[config.mk]
export PLATFORM = sky130hd
export DESIGN_NAME = lcd_port_arbiter
export DESIGN_NICKNAME = d
export VERILOG_FILES = /design/src/rtl/lcd_port_arbiter.sv
export SDC_FILE = /design/constraint.sdc
export NUM_CORES = 1
export LEC_CHECK = 0
export CAP_MARGIN = 20
export CORE_AREA = 4 4 87 89
export CTS_CLUSTER_DIAMETER = 100
export DETAILED_ROUTE_END_ITERATION = 10
export DIE_AREA = 0 0 91 93
export PLACE_DENSITY = 0.85
export SLEW_MARGIN = 20
export SYNTH_ARGS = -nofsm -noshare
export SYNTH_HDL_FRONTEND = slang
export SYNTH_SLANG_ARGS = --single-unit
[constraint.sdc]
create_clock -name clk -period 2.75 [get_ports clk]
set_input_delay 0.55 -clock clk [delete_from_list [all_inputs] [get_ports clk]]
set_output_delay 0.55 -clock clk [all_outputs]
set_load 0.005 [all_outputs]
[src/rtl/lcd_port_arbiter.sv]
// Two-requester round-robin arbiter in front of an LCD byte controller.
// A grant is followed by a start pulse, a wait for done (with timeout), then an optional settle delay.
module lcd_port_arbiter #(
  parameter logic [17:0] POST_DELAY   = 18'd262143,
  parameter logic [19:0] DONE_TIMEOUT = 20'd1000000
) (
  input  logic       clk,
  input  logic       rst,
  input  logic       req0_valid,
  input  logic [8:0] req0_data,
  output logic       req0_ready,
  input  logic       req1_valid,
  input  logic [8:0] req1_data,
  output logic       req1_ready,
  output logic       lcd_start,
  output logic [7:0] lcd_data,
  output logic       lcd_rs,
  input  logic       lcd_done,
  output logic       busy,
  output logic       grant_id,
  output logic       timeout_err
);

  typedef enum logic [1:0] {
    S_IDLE,
    S_START,
    S_WAIT,
    S_DLY
  } state_e;

  state_e      state_q, state_d;
  logic [7:0]  data_q, data_d;
  logic        rs_q, rs_d;
  logic        grant_q, grant_d;
  logic        last_q, last_d;
  logic        terr_q, terr_d;
  logic [19:0] wcnt_q, wcnt_d;
  logic [17:0] dcnt_q, dcnt_d;

  logic        grant_sel;
  logic        accept;
  logic        wait_hit;
  logic        dly_hit;

  // Ready is gated by rst so nothing is offered while reset is held.
  always_comb begin
    grant_sel = (req0_valid && req1_valid) ? ~last_q : req1_valid;
    accept    = rst && (state_q == S_IDLE) && (req0_valid || req1_valid);
    wait_hit  = ({1'b0, wcnt_q} + 21'd1) >= {1'b0, DONE_TIMEOUT};
    dly_hit   = ({1'b0, dcnt_q} + 19'd1) >= {1'b0, POST_DELAY};
  end

  always_ff @(posedge clk or negedge rst) begin
    if (!rst) begin
      state_q <= S_IDLE;
      data_q  <= '0;
      rs_q    <= 1'b0;
      grant_q <= 1'b0;
      last_q  <= 1'b1;
      terr_q  <= 1'b0;
      wcnt_q  <= '0;
      dcnt_q  <= '0;
    end else begin
      state_q <= state_d;
      data_q  <= data_d;
      rs_q    <= rs_d;
      grant_q <= grant_d;
      last_q  <= last_d;
      terr_q  <= terr_d;
      wcnt_q  <= wcnt_d;
      dcnt_q  <= dcnt_d;
    end
  end

  always_comb begin
    state_d = state_q;
    data_d  = data_q;
    rs_d    = rs_q;
    grant_d = grant_q;
    last_d  = last_q;
    terr_d  = terr_q;
    wcnt_d  = wcnt_q;
    dcnt_d  = dcnt_q;
    case (state_q)
      S_IDLE: begin
        if (accept) begin
          state_d = S_START;
          data_d  = grant_sel ? req1_data[7:0] : req0_data[7:0];
          rs_d    = grant_sel ? req1_data[8] : req0_data[8];
          grant_d = grant_sel;
          last_d  = grant_sel;
        end
      end
      S_START: begin
        state_d = S_WAIT;
        wcnt_d  = '0;
      end
      S_WAIT: begin
        // Done wins over a simultaneous timeout, so the flag is only set without done.
        if (lcd_done || wait_hit) begin
          if (!lcd_done) terr_d = 1'b1;
          if (POST_DELAY == '0) begin
            state_d = S_IDLE;
          end else begin
            state_d = S_DLY;
            dcnt_d  = '0;
          end
        end else begin
          wcnt_d = wcnt_q + 20'd1;
        end
      end
      S_DLY: begin
        if (dly_hit) begin
          state_d = S_IDLE;
        end else if (dcnt_q != '1) begin
          dcnt_d = dcnt_q + 18'd1;
        end
      end
      default: state_d = S_IDLE;
    endcase
  end

  always_comb begin
    req0_ready  = accept && !grant_sel;
    req1_ready  = accept && grant_sel;
    lcd_start   = (state_q == S_START);
    busy        = (state_q != S_IDLE);
    lcd_data    = data_q;
    lcd_rs      = rs_q;
    grant_id    = grant_q;
    timeout_err = terr_q;
  end

endmodule

# --- Word level (Yosys, flattened, before mapping) ---
# Cells that the tools add are included.
totals:
  wordCells: 56
  reg_bits: 52
  inputBits: 23
  out_inout_bits: 15
classes:
  eq_ne: 10
  bitwise: 2
  n_lt_le_gt_ge: 2
  n_mux: 13
  n_addsub: 4
  reduce_logical: 17
op_table:
  columns: ["operator", "n"]
  rows:
  - ["18-bit two-way mux", 3]
  - ["20-bit one-hot mux with 2 select lines", 1]
  - ["18-bit one-hot mux with 2 select lines", 1]
  - ["20-bit by 1-bit adder with 21-bit output (second input constant)", 1]
  - ["21-bit by 20-bit >= comparator with 1-bit output (second input constant)", 1]
  - ["20-bit by 1-bit adder with 20-bit output (second input constant)", 1]
  - ["20-bit two-way mux", 1]
  - ["18-bit by 1-bit adder with 19-bit output (second input constant)", 1]
  - ["19-bit by 18-bit >= comparator with 1-bit output (second input constant)", 1]
  - ["18-bit by 1-bit adder with 18-bit output (second input constant)", 1]
  - ["18-bit inequality test (second input constant)", 1]
  - ["2-bit inequality test (second input constant)", 6]
  - ["8-bit two-way mux", 1]
  - ["2-bit one-hot mux with 4 select lines", 1]
  - ["2-bit two-way mux", 3]
  - ["3-bit AND reduction", 2]
  - ["2-bit nonzero test", 3]
  - ["1-bit logical AND", 5]
  - ["2-bit equality test (second input constant)", 2]
  - ["2-bit AND reduction", 2]
  - ["4-bit AND reduction", 1]
  - ["2-bit by 1-bit equality test with 1-bit output (second input constant)", 1]
  - ["2-bit zero test", 1]
  - ["1-bit logical OR", 2]
  - ["3 further kinds", 5]

# --- Longest topological paths before layout ---
# Gate-level depths: netlist of run 1.
depth:
  depth_word: 5
  ltp_mapped: 12
  ltp_nobuf: 10

# --- Worst setup path before layout of run 1 ---
# No wires, ideal clock.
synth_path:
  path_kind: "register -> register"
  start: "reg wcnt_q[0]"
  end: "reg wcnt_q[13]"
  synth_period_minus_slack_ps: 2686
  setup_time_ps: 124
  t_arrival_ps: 2562
  path_slack_ps: 64
  stages_incl_launch_ff: 12
  path_cell_list: "dfrtp_1 ha_1 and3_1 nand2_4 o31a_1 o31a_1 or3_4 a21oi_4 nor2b_2 buf_6 buf_6 a211o_1"
synth_via:
  elab_chain_cells: 5
synth_lines:
  columns: ["element", "line_no", "source"]
  rows:
  - ["from (decl)", "37", "logic [19:0] wcnt_q, wcnt_d;"]
  - ["from (signal assigned)", "70", "wcnt_q <= wcnt_d;"]
  - ["20-bit by 1-bit adder with 21-bit output", "49", "wait_hit = ({1'b0, wcnt_q} + 21'd1) >= {1'b0, DONE_TIMEOUT};"]
  - ["21-bit by 20-bit >= comparator with 1-bit output", "49", null]
  - ["1-bit logical OR", "100", "if (lcd_done || wait_hit) begin"]
  - ["2-bit inequality test (no line)", null, null]
  - ["2-bit AND reduction (no line)", null, null]
# Several ways; a longest one is shown, not always the timed one. The select of a mux whose other input is x is not followed.
# A chain may end at the register's enable or synchronous reset.

# --- Worst setup path in the final report of run 1 ---
layout_path:
  start: "reg wcnt_q[1]"
  end: "reg wcnt_q[7]"
# Same word-level chain as after synthesis.

==> results_dict.tcl, run 1 <==
set metrics [dict create \
    syn_inst 365 \
    grt_pass1_vias 3272 \
    antenna_found_initial 0 \
    period_needed_ns 2.72 \
    crit_fanout 7 \
    drive_gt1_share_pct 23.1 \
    pin_count 38 \
    tightest_slew_ns 0.660 \
    ys_async_sr_fraction_pct 100 \
    postRouteAntennaNets 0 \
    postCtsHoldBufs 0 \
    wire_per_inst_um 16.7 \
    fin_ws_ns 0.0299 \
    path_cells "ha_2 -> and3_4 -> nand2_4 -> o31a_1 -> o31a_1 -> or3_4 -> buf_4 -> and2_4 -> buf_4 -> nor4_1 -> a211o_1" \
    status "complete, no violations" \
    cts_htree_levels 2 \
    final_common_cell "dfrtp_1" \
    synth_warnings 0 \
    ys_types 65 \
    max_cap_viol_count 0 \
    finalSetupViolCount 0 \
    slew_headroom_pct 56.0 \
    pre_cts_ws_ns -0.0287 \
    final.hold.worst_slack_ns 0.230 \
    synth.avg_cell_area_um2 9.17 \
    overflow 0 \
    hpwl_mm 6.01 \
    clkTransAtPathRegs_ns 0.10 \
    clockBufferDepth 2 \
    nets 466 \
    cts_num_sinks 52 \
    hold_violations 0 \
    cts_tree "built" \
    dr.pass1.iters 5 \
    synthesis.nets 395 \
    leakage_nw 1.95 \
    vias 3197 \
    numCtsBuffers 5 \
    initial_core_util_pct 49.6 \
    portBuffers 37 \
    r2r_cells 11 \
    period_share_pct 98.9 \
    mostFrequentLayoutCells "dfrtp_1, buf_4, clkdlybuf4s50_1, nor2_1, nand2_1" \
    fin_area_mm2 0.00431 \
    postPlaceCellArea_mm2 0.00403 \
    setup_tns_ns 0 \
    routed_wl_mm 8.61 \
    first_iter_violations 160 \
    drv_slew 0 \
    grt_max_degree 52 \
    yosysSeqAreaShare_pct 38.9 \
    ys.flop_type "dfrtp_1" \
    synth-edff-count 0 \
    via_per_inst 6.18 \
    cts_root_buffer "clkbuf_8" \
    area.growth.synth_to_final_pct 28.7 \
    die_h_um 93 \
    insertion_delay_ns 0.32 \
    die_area_mm2 0.00846 \
    hp-class "in2async" \
    synthesis.area_mm2 0.00335 \
    setup.worst_path.start_class "flip-flop" \
    worstSetupEndpointType "flip-flop" \
    ys_ff_latch 52 \
    grt.total_usage_pct 21.1 \
    crit_path_max_incr_delay_ns 0.43 \
    routabilityCongestion 0.900 \
    grt_pass1_wl_mm 14.9 \
    num_rows 30 \
    n_antenna_cell 0 \
    fmax_ghz 0.368 \
    crit_arrival_ns 2.98 \
    fin_skew_ns 0.0116 \
    peakVddDrop_mv 0.495 \
    cp_slowest_cell "dfrtp_1" \
    crit_type "reg2reg" \
    fp.dieW_um 91 \
    drc 0 \
    core_area_mm2 0.00676 \
    cp.required_ns 3.01 \
    power_density_mw_per_mm2 688 \
]
-- cells by family after synthesis --
group	share of synthesized area, %
compound gates	24.7
xor+xnor	0.785
fa+ha+maj	2.62
buf+inv	5.87
flops	38.9
mux	1.87
simple gates	25.3
-- cell type report --
cell class	instances	area, um2
fillers	552	2450
clock buffers	5	68.8
inverters	15	56.3
flip-flops and latches	52	1310
clock inverters	3	46.3
multi-input cells	274	1930
repair buffers	88	802
well taps	80	100
-- sequential cells by signal (all words and copies together) (netlist names) --
signal,flops
grant_id,1
dcnt_q,18
lcd_data,8
last_q,1
timeout_err,1
lcd_rs,1
state_q,2
wcnt_q,20
-- repair_timing --
action / in CTS / in global routing
setup buffers: 1 / 5
endpoints found under the setup margin: 9 / 30
resized for setup: 5 / 24
pin swaps: 1 / 14
gates cloned: 0 / 1
-- synthesized netlist by cell type (2+ instances only) --
cell / number / area share [%]
buf_2: 7 / 1.0
and4b_1: 2 / 0.60
dfrtp_1: 51 / 38
mux2_2: 2 / 0.67
and2_1: 8 / 1.5
nand2b_1: 6 / 1.1
a21o_1: 4 / 0.90
clkbuf_1: 9 / 1.0
o31ai_1: 6 / 1.3
o21ai_1: 5 / 0.75
o31ai_2: 6 / 2.2
a31oi_1: 4 / 0.75
nand2_1: 22 / 2.5
a21boi_0: 3 / 0.67
o21ai_0: 20 / 3.0
a221o_1: 8 / 2.4
o41ai_1: 4 / 1.0
ha_1: 7 / 2.6
nor2b_1: 3 / 0.56
mux2i_1: 4 / 1.2
inv_1: 15 / 1.7
or4_1: 2 / 0.45
a222oi_1: 9 / 2.7
a21oi_1: 6 / 0.90
o31a_1: 2 / 0.52
nor4_1: 9 / 1.7
nor3_1: 5 / 0.75
o211ai_1: 2 / 0.45
buf_6: 3 / 1.0
a211o_1: 5 / 1.3
a22o_1: 3 / 0.78
or2_2: 2 / 0.37
xnor2_1: 2 / 0.52
nand3_1: 18 / 2.7
nand4_1: 13 / 2.4
and3_1: 18 / 3.4
and4_1: 4 / 1.0
or3_1: 3 / 0.56
a41oi_1: 2 / 0.52
nor2_1: 32 / 3.6
buf_4: 5 / 1.1
-- per-stage QoR --
step	std cells	utilization (%)	power [mW]
after global placement	502	59.6	2.22
final	517	63.8	2.97
after detailed placement	502	59.6	2.27
after CTS	511	61.7	2.85
after floorplan	365	-	1.70
after global routing	517	63.8	3.16
-- layer usage --
metal	routed length, um	share of wire (%)	GRT usage [%]
met4	109	1.3	6.28
met1	3670	43	25.2
met3	458	5.3	4.91
met5	0	0	0
met2	4380	51	37.8
-- power breakdown --
part           internal, mW  switching [mW]
clock                 0.275           0.274
combinational         0.729           0.676
sequential            0.901           0.112
-- path summary, 6_finish.rpt --
path	start	endpoint	slack, ns
min reg2reg	timeout_err	timeout_err	0.48
max in group asynchronous	rst	dcnt_q[0]	1.80
min	rst	last_q	0.23
max	wcnt_q[1]	wcnt_q[7]	0.03
min in group clk	timeout_err	timeout_err	0.48
max reg2reg	wcnt_q[1]	wcnt_q[7]	0.03
-- critical path, delay by kind of cell, from the launching register on --
kind            cells  cell delay (ns)
fa+ha+maj           1             0.20
buf+inv             2             0.30
compound gates      3             0.69
simple gates        5             1.03
flops               1             0.43
No activity file was read; power rests on OpenSTA's default activity.
==> run 2, diff against run 1 <==
--- a/config.mk
+++ b/config.mk
@@ -11,6 +11,7 @@
 export DETAILED_ROUTE_END_ITERATION = 10
 export DIE_AREA = 0 0 91 93
 export PLACE_DENSITY = 0.85
+export SETUP_SLACK_MARGIN = 0.15
 export SLEW_MARGIN = 20
 export SYNTH_ARGS = -nofsm -noshare
 export SYNTH_HDL_FRONTEND = slang
==> results_dict.tcl, run 2 (synthesis results as in run 1) <==
set metrics [dict create \
    die_h_um 93 \
    cp_top_family "compound AO/OA/AOI/OAI gates" \
    rsz0062_at_grt "yes" \
    leakage_nw 2.08 \
    fmax_ghz 0.361 \
    cp_slowest_cell "or3_4" \
    fin_skew_ns 0.0129 \
    period_share_pct 101 \
    swShare_pct 39.9 \
    overflow 0 \
    hpwl_mm 6.07 \
    final_common_cell "buf_4" \
    clockBufferDepth 2 \
    comb_power_share_pct 54.1 \
    numCtsBuffers 5 \
    num_rows 30 \
    r2r_cells 11 \
    pin_count 38 \
    core_area_mm2 0.00676 \
    grt_pass1_wl_mm 15.3 \
    routed_wl_mm 9.83 \
    drv_slew 0 \
    nets 475 \
    die_area_mm2 0.00846 \
    largest-register "wcnt_q" \
    period_needed_ns 2.77 \
    mostFrequentLayoutCells "buf_4, dfrtp_1, clkdlybuf4s50_1, nor2_1, nand2_1" \
    cts_num_sinks 52 \
    vias 3403 \
    clockPowerShare_pct 13.9 \
    cts_root_buffer "clkbuf_8" \
    max_cap_viol_count 0 \
    crit_buf_inv 2 \
    hp-class "in2async" \
    setup_tns_ns -0.0951 \
    peakVddDrop_mv 0.602 \
    setup.worst_path.start_class "flip-flop" \
    path_cells "ha_2 -> and3_4 -> nand2_4 -> o31a_1 -> o31a_1 -> or3_4 -> a21oi_4 -> nor2b_2 -> buf_6 -> buf_6 -> a211o_1" \
    postPlaceCellArea_mm2 0.00397 \
    p_int_mw 1.90 \
    crit_fanout 7 \
    dr.pass1.iters 5 \
    seq_power_share_pct 32.0 \
    crit_path_max_incr_delay_ns 0.41 \
    reg2reg_from "wcnt_q[1]" \
    finalSetupViolCount 6 \
    first_iter_violations 234 \
    via_per_inst 6.47 \
    grt.total_usage_pct 21.9 \
    hold_violations 0 \
    largest_reg_flops 20 \
    routabilityCongestion 0.902 \
    crit_cells 11 \
    insertion_delay_ns 0.31 \
    reg2reg_slack_ns -0.02 \
    postRouteAntennaNets 0 \
    initial_core_util_pct 49.6 \
    slew_headroom_pct 56.2 \
    crit_type "reg2reg" \
    power_switching_mw 1.26 \
    grt_pass1_vias 3329 \
    grt_max_degree 52 \
    area.growth.synth_to_final_pct 38.5 \
    r2r-end "wcnt_q[3]" \
    wire_per_inst_um 18.7 \
    status "finished with violations" \
    cp.required_ns 2.96 \
    clkTransAtPathRegs_ns 0.10 \
    drc 0 \
    fin_area_mm2 0.00464 \
    n_antenna_cell 0 \
    power_density_mw_per_mm2 680 \
    antenna_found_initial 0 \
    worstSetupEndpointType "flip-flop" \
    drive_gt1_share_pct 31.8 \
    crit_arrival_ns 2.98 \
    cts_tree "built" \
    failed_checks "setup timing" \
    fp.dieW_um 91 \
    fin_ws_ns -0.0227 \
    tightest_slew_ns 0.657 \
    cts_htree_levels 2 \
    portBuffers 37 \
]
## run 2: routing by layer
layer	vias up	track usage (%)	wire [um]	share of wire (%)
li1	1567	-	-	-
met1	1675	27.3	4050	41
met2	133	38.0	5000	51
met3	28	4.75	550	5.6
met4	0	6.78	234	2.4
met5	-	0	0	0
## run 2: worst max path at each step
stage	slack, ns	endpoint	start
6_report	-0.02	wcnt_q[3]	wcnt_q[1]
5_1_grt	-0.15	wcnt_q[6]	wcnt_q[1]
4_1_cts	0.02	wcnt_q[6]	wcnt_q[0]
3_5_place_dp	-0.04	state_q[1]	wcnt_q[3]
3_3_place_gp	0.07	wcnt_q[8]	wcnt_q[0]
2_1_floorplan	0.15	wcnt_q[13]	wcnt_q[0]
## run 2: power by group through the flow
stage	clock, mW	sequential, mW	combinational (mW)
finish	0.437	1.01	1.71
global route	0.487	1.03	1.82
CTS	0.439	0.999	1.45
detailed placement	0	1.02	1.19
global placement	0	1.01	1.14
floorplan	0	1.00	0.701
## run 2: per-stage QoR
step	std cells	power (mW)	util [%]	setup slack (ns)	hold WS [ns]
after floorplan	365	1.70	-	0.152	0.254
after global placement	495	2.15	58.8	0.0725	0.458
after detailed placement	495	2.21	58.8	-0.0366	0.463
after CTS	520	2.89	63.8	0.0200	0.226
after global routing	526	3.34	68.6	-0.147	0.214
final	526	3.15	68.6	-0.0227	0.226
## run 2: worst register-to-register path, delay by kind of cell, from the launching register on
kind / cells / cell delay, ns
compound gates: 4 / 1.08
fa+ha+maj: 1 / 0.20
buf+inv: 2 / 0.27
flops: 1 / 0.38
simple gates: 4 / 0.75
## run 2: repair_timing
item,in CTS,in global routing
gates resized for setup,35,66
setup buffers,16,5
hold buffers,0,0
cloned,1,1
pin swaps,15,10
setup endpoints to repair,37,43
## run 2: area by class of cell
cell class,instances,area (um2)
clock buffer,7,76.3
clock inverter,1,5.00
fill,503,2120
inverter,15,56.3
multi-input combinational,274,2170
sequential,52,1310
tap,80,100
timing repair buffer,97,918
==> run 3, diff against run 2 <==
--- a/config.mk
+++ b/config.mk
@@ -10,6 +10,7 @@
 export CTS_CLUSTER_DIAMETER = 100
 export DETAILED_ROUTE_END_ITERATION = 10
 export DIE_AREA = 0 0 91 93
+export GPL_TIMING_DRIVEN = 0
 export PLACE_DENSITY = 0.85
 export SETUP_SLACK_MARGIN = 0.15
 export SLEW_MARGIN = 20
==> results_dict.tcl, run 3 (synthesis results as in run 1) <==
set metrics [dict create \
    failed_checks "setup timing" \
    cp.required_ns 2.96 \
    status "finished with violations" \
    rsz0062_at_grt "yes" \
    swShare_pct 38.5 \
    via_per_inst 6.89 \
    comb_power_share_pct 55.6 \
    cts_htree_levels 2 \
    die_area_mm2 0.00846 \
    pin_count 38 \
    crit_fanout 6 \
    setup.worst_path.start_class "flip-flop" \
    num_rows 30 \
    worstSetupEndpointType "flip-flop" \
    antenna_found_initial 0 \
    max_cap_viol_count 0 \
    startpoint "wcnt_q[1]" \
    hpwl_mm 5.65 \
    cp_top_family "simple AND/OR/NAND/NOR gates" \
    regArea_mm2 0.00131 \
    hold_violations 0 \
    largest-register "wcnt_q" \
    nets 486 \
    portBuffers 37 \
    grt.total_usage_pct 22.8 \
    drv_slew 0 \
    routabilityCongestion 0.909 \
    period_needed_ns 2.85 \
    insertion_delay_ns 0.32 \
    initial_core_util_pct 49.6 \
    reg2reg_from "wcnt_q[1]" \
    drive_gt1_share_pct 34.8 \
    finalSetupViolCount 33 \
    wire_per_inst_um 21.6 \
    routed_wl_mm 11.6 \
    fill_cells 419 \
    postRouteAntennaNets 0 \
    largest_reg_flops 20 \
    clockPowerShare_pct 15.7 \
    overflow 0 \
    peakVddDrop_mv 0.639 \
    numCtsBuffers 5 \
    clockBufferDepth 2 \
    fmax_ghz 0.351 \
    crit_path_max_incr_delay_ns 0.45 \
    grt_pass1_wl_mm 15.8 \
    grt_pass1_vias 3284 \
    core_area_mm2 0.00676 \
    grt_max_degree 55 \
    pre_cts_ws_ns -0.440 \
    tightest_slew_ns 0.545 \
    cts_root_buffer "clkbuf_8" \
    crit_path_end "wcnt_q[4]" \
    drc 0 \
    mostFrequentLayoutCells "buf_4, dfrtp_1, clkdlybuf4s50_1, nor2_1, nand2_1" \
    period_share_pct 104 \
    multi_input_area_mm2 0.00224 \
    cts_tree "built" \
    fin_ws_ns -0.0978 \
    fp.dieW_um 91 \
    power_switching_mw 1.34 \
    final_util_pct 71.7 \
    r2r_cells 11 \
    leakage_nw 2.18 \
    area.growth.synth_to_final_pct 44.7 \
    vias 3702 \
    crit_type "reg2reg" \
    reg2reg_slack_ns -0.1 \
    fin_skew_ns 0.00864 \
    power_density_mw_per_mm2 720 \
    crit_buf_inv 2 \
    slew_headroom_pct 63.7 \
    cp_slowest_cell "dfrtp_2" \
    r2r-end "wcnt_q[4]" \
    dr.pass1.iters 6 \
    crit_arrival_ns 3.06 \
    hp-class "in2async" \
    clkTransAtPathRegs_ns 0.10 \
    seq_power_share_pct 28.6 \
    die_h_um 93 \
    n_antenna_cell 0 \
    crit_cells 11 \
    p_int_mw 2.15 \
    first_iter_violations 478 \
    path_cells "ha_4 -> and3_4 -> nand3_1 -> mux2i_1 -> a22oi_2 -> or3_4 -> a21oi_4 -> nor2b_4 -> buf_6 -> buf_8 -> a211o_1" \
    cts_num_sinks 52 \
]
==> run 3: cell types whose count changed in the layout (fill, tap and decap cells not counted), sizes merged <==
cell and change:
dlygate4sd2 +1, clkdlybuf4s50 -1, clkinvlp +1, buf +4, clkbuf +5, bufinv +1
==> run 3: power by group through the flow <==
| stage | combinational [mW] | clock (mW) | sequential (mW) |
|---|---|---|---|
| 3_5_place_dp | 1.14 | 0 | 1.02 |
| 5_1_grt | 2.05 | 0.587 | 1.01 |
| 2_1_floorplan | 0.701 | 0 | 1.00 |
| 6_report | 1.94 | 0.549 | 0.999 |
| 4_1_cts | 1.62 | 0.544 | 0.982 |
| 3_3_place_gp | 1.10 | 0 | 1.01 |
==> run 3: final cells by class <==
class,count,share of cell area (%)
timing repair buffer,84,16.7
tap,80,2.07
buffer,24,4.49
clock inverter,3,0.878
inverter,15,1.16
sequential,52,27.1
multi-input combinational,274,46.2
clock buffer,5,1.42
==> run 3: worst reg2reg max path: stages (launching register included) <==
cell and delay (ns):
dfrtp_2 0.45, ha_4 0.18, and3_4 0.17, nand3_1 0.14
mux2i_1 0.36, a22oi_2 0.13, or3_4 0.43, a21oi_4 0.25
nor2b_4 0.08, buf_6 0.16, buf_8 0.14, a211o_1 0.25
==> run 3: what timing repair did <==
item                       CTS  global route
setup buffers               33            10
pin swaps                   36            20
setup endpoints to repair   42            42
gates resized for setup     66            65
cloned                       3             1
hold buffers                 0             0
==> run 3: metrics by stage <==
step / cells / area (um2) / TNS (ns) / hold slack (ns) / power, mW
global route: 537 / 4840 / -3.78 / 0.151 / 3.65
detailed placement: 482 / 3830 / -4.23 / 0.463 / 2.16
CTS: 526 / 4490 / 0 / 0.151 / 3.14
global placement: 482 / 3830 / -50.32 / 0.450 / 2.11
finish: 537 / 4840 / -1.49 / 0.129 / 3.49
floorplan: 365 / 3360 / 0 / 0.254 / 1.70
==> run 3: routing by layer <==
layer	part of all wire [%]	routed length (um)	vias to the layer above	track usage, %
met5	0	0	-	0
met4	5.0	583	0	8.79
met3	8.7	1010	73	4.91
met2	49	5630	258	37.3
met1	38	4360	1792	29.6
li1	-	-	1579	-
==> run 3: how the worst min path moves through the flow <==
stage / startpoint / to / slack [ns] / depth (start not counted)
6_report: rst / dcnt_q[2] / 0.13 / 1
5_1_grt: rst / dcnt_q[2] / 0.15 / 1
4_1_cts: rst / dcnt_q[2] / 0.15 / 1
3_5_place_dp: timeout_err / timeout_err / 0.46 / 1
3_3_place_gp: timeout_err / timeout_err / 0.45 / 1
2_1_floorplan: rst / dcnt_q[0] / 0.25 / 0
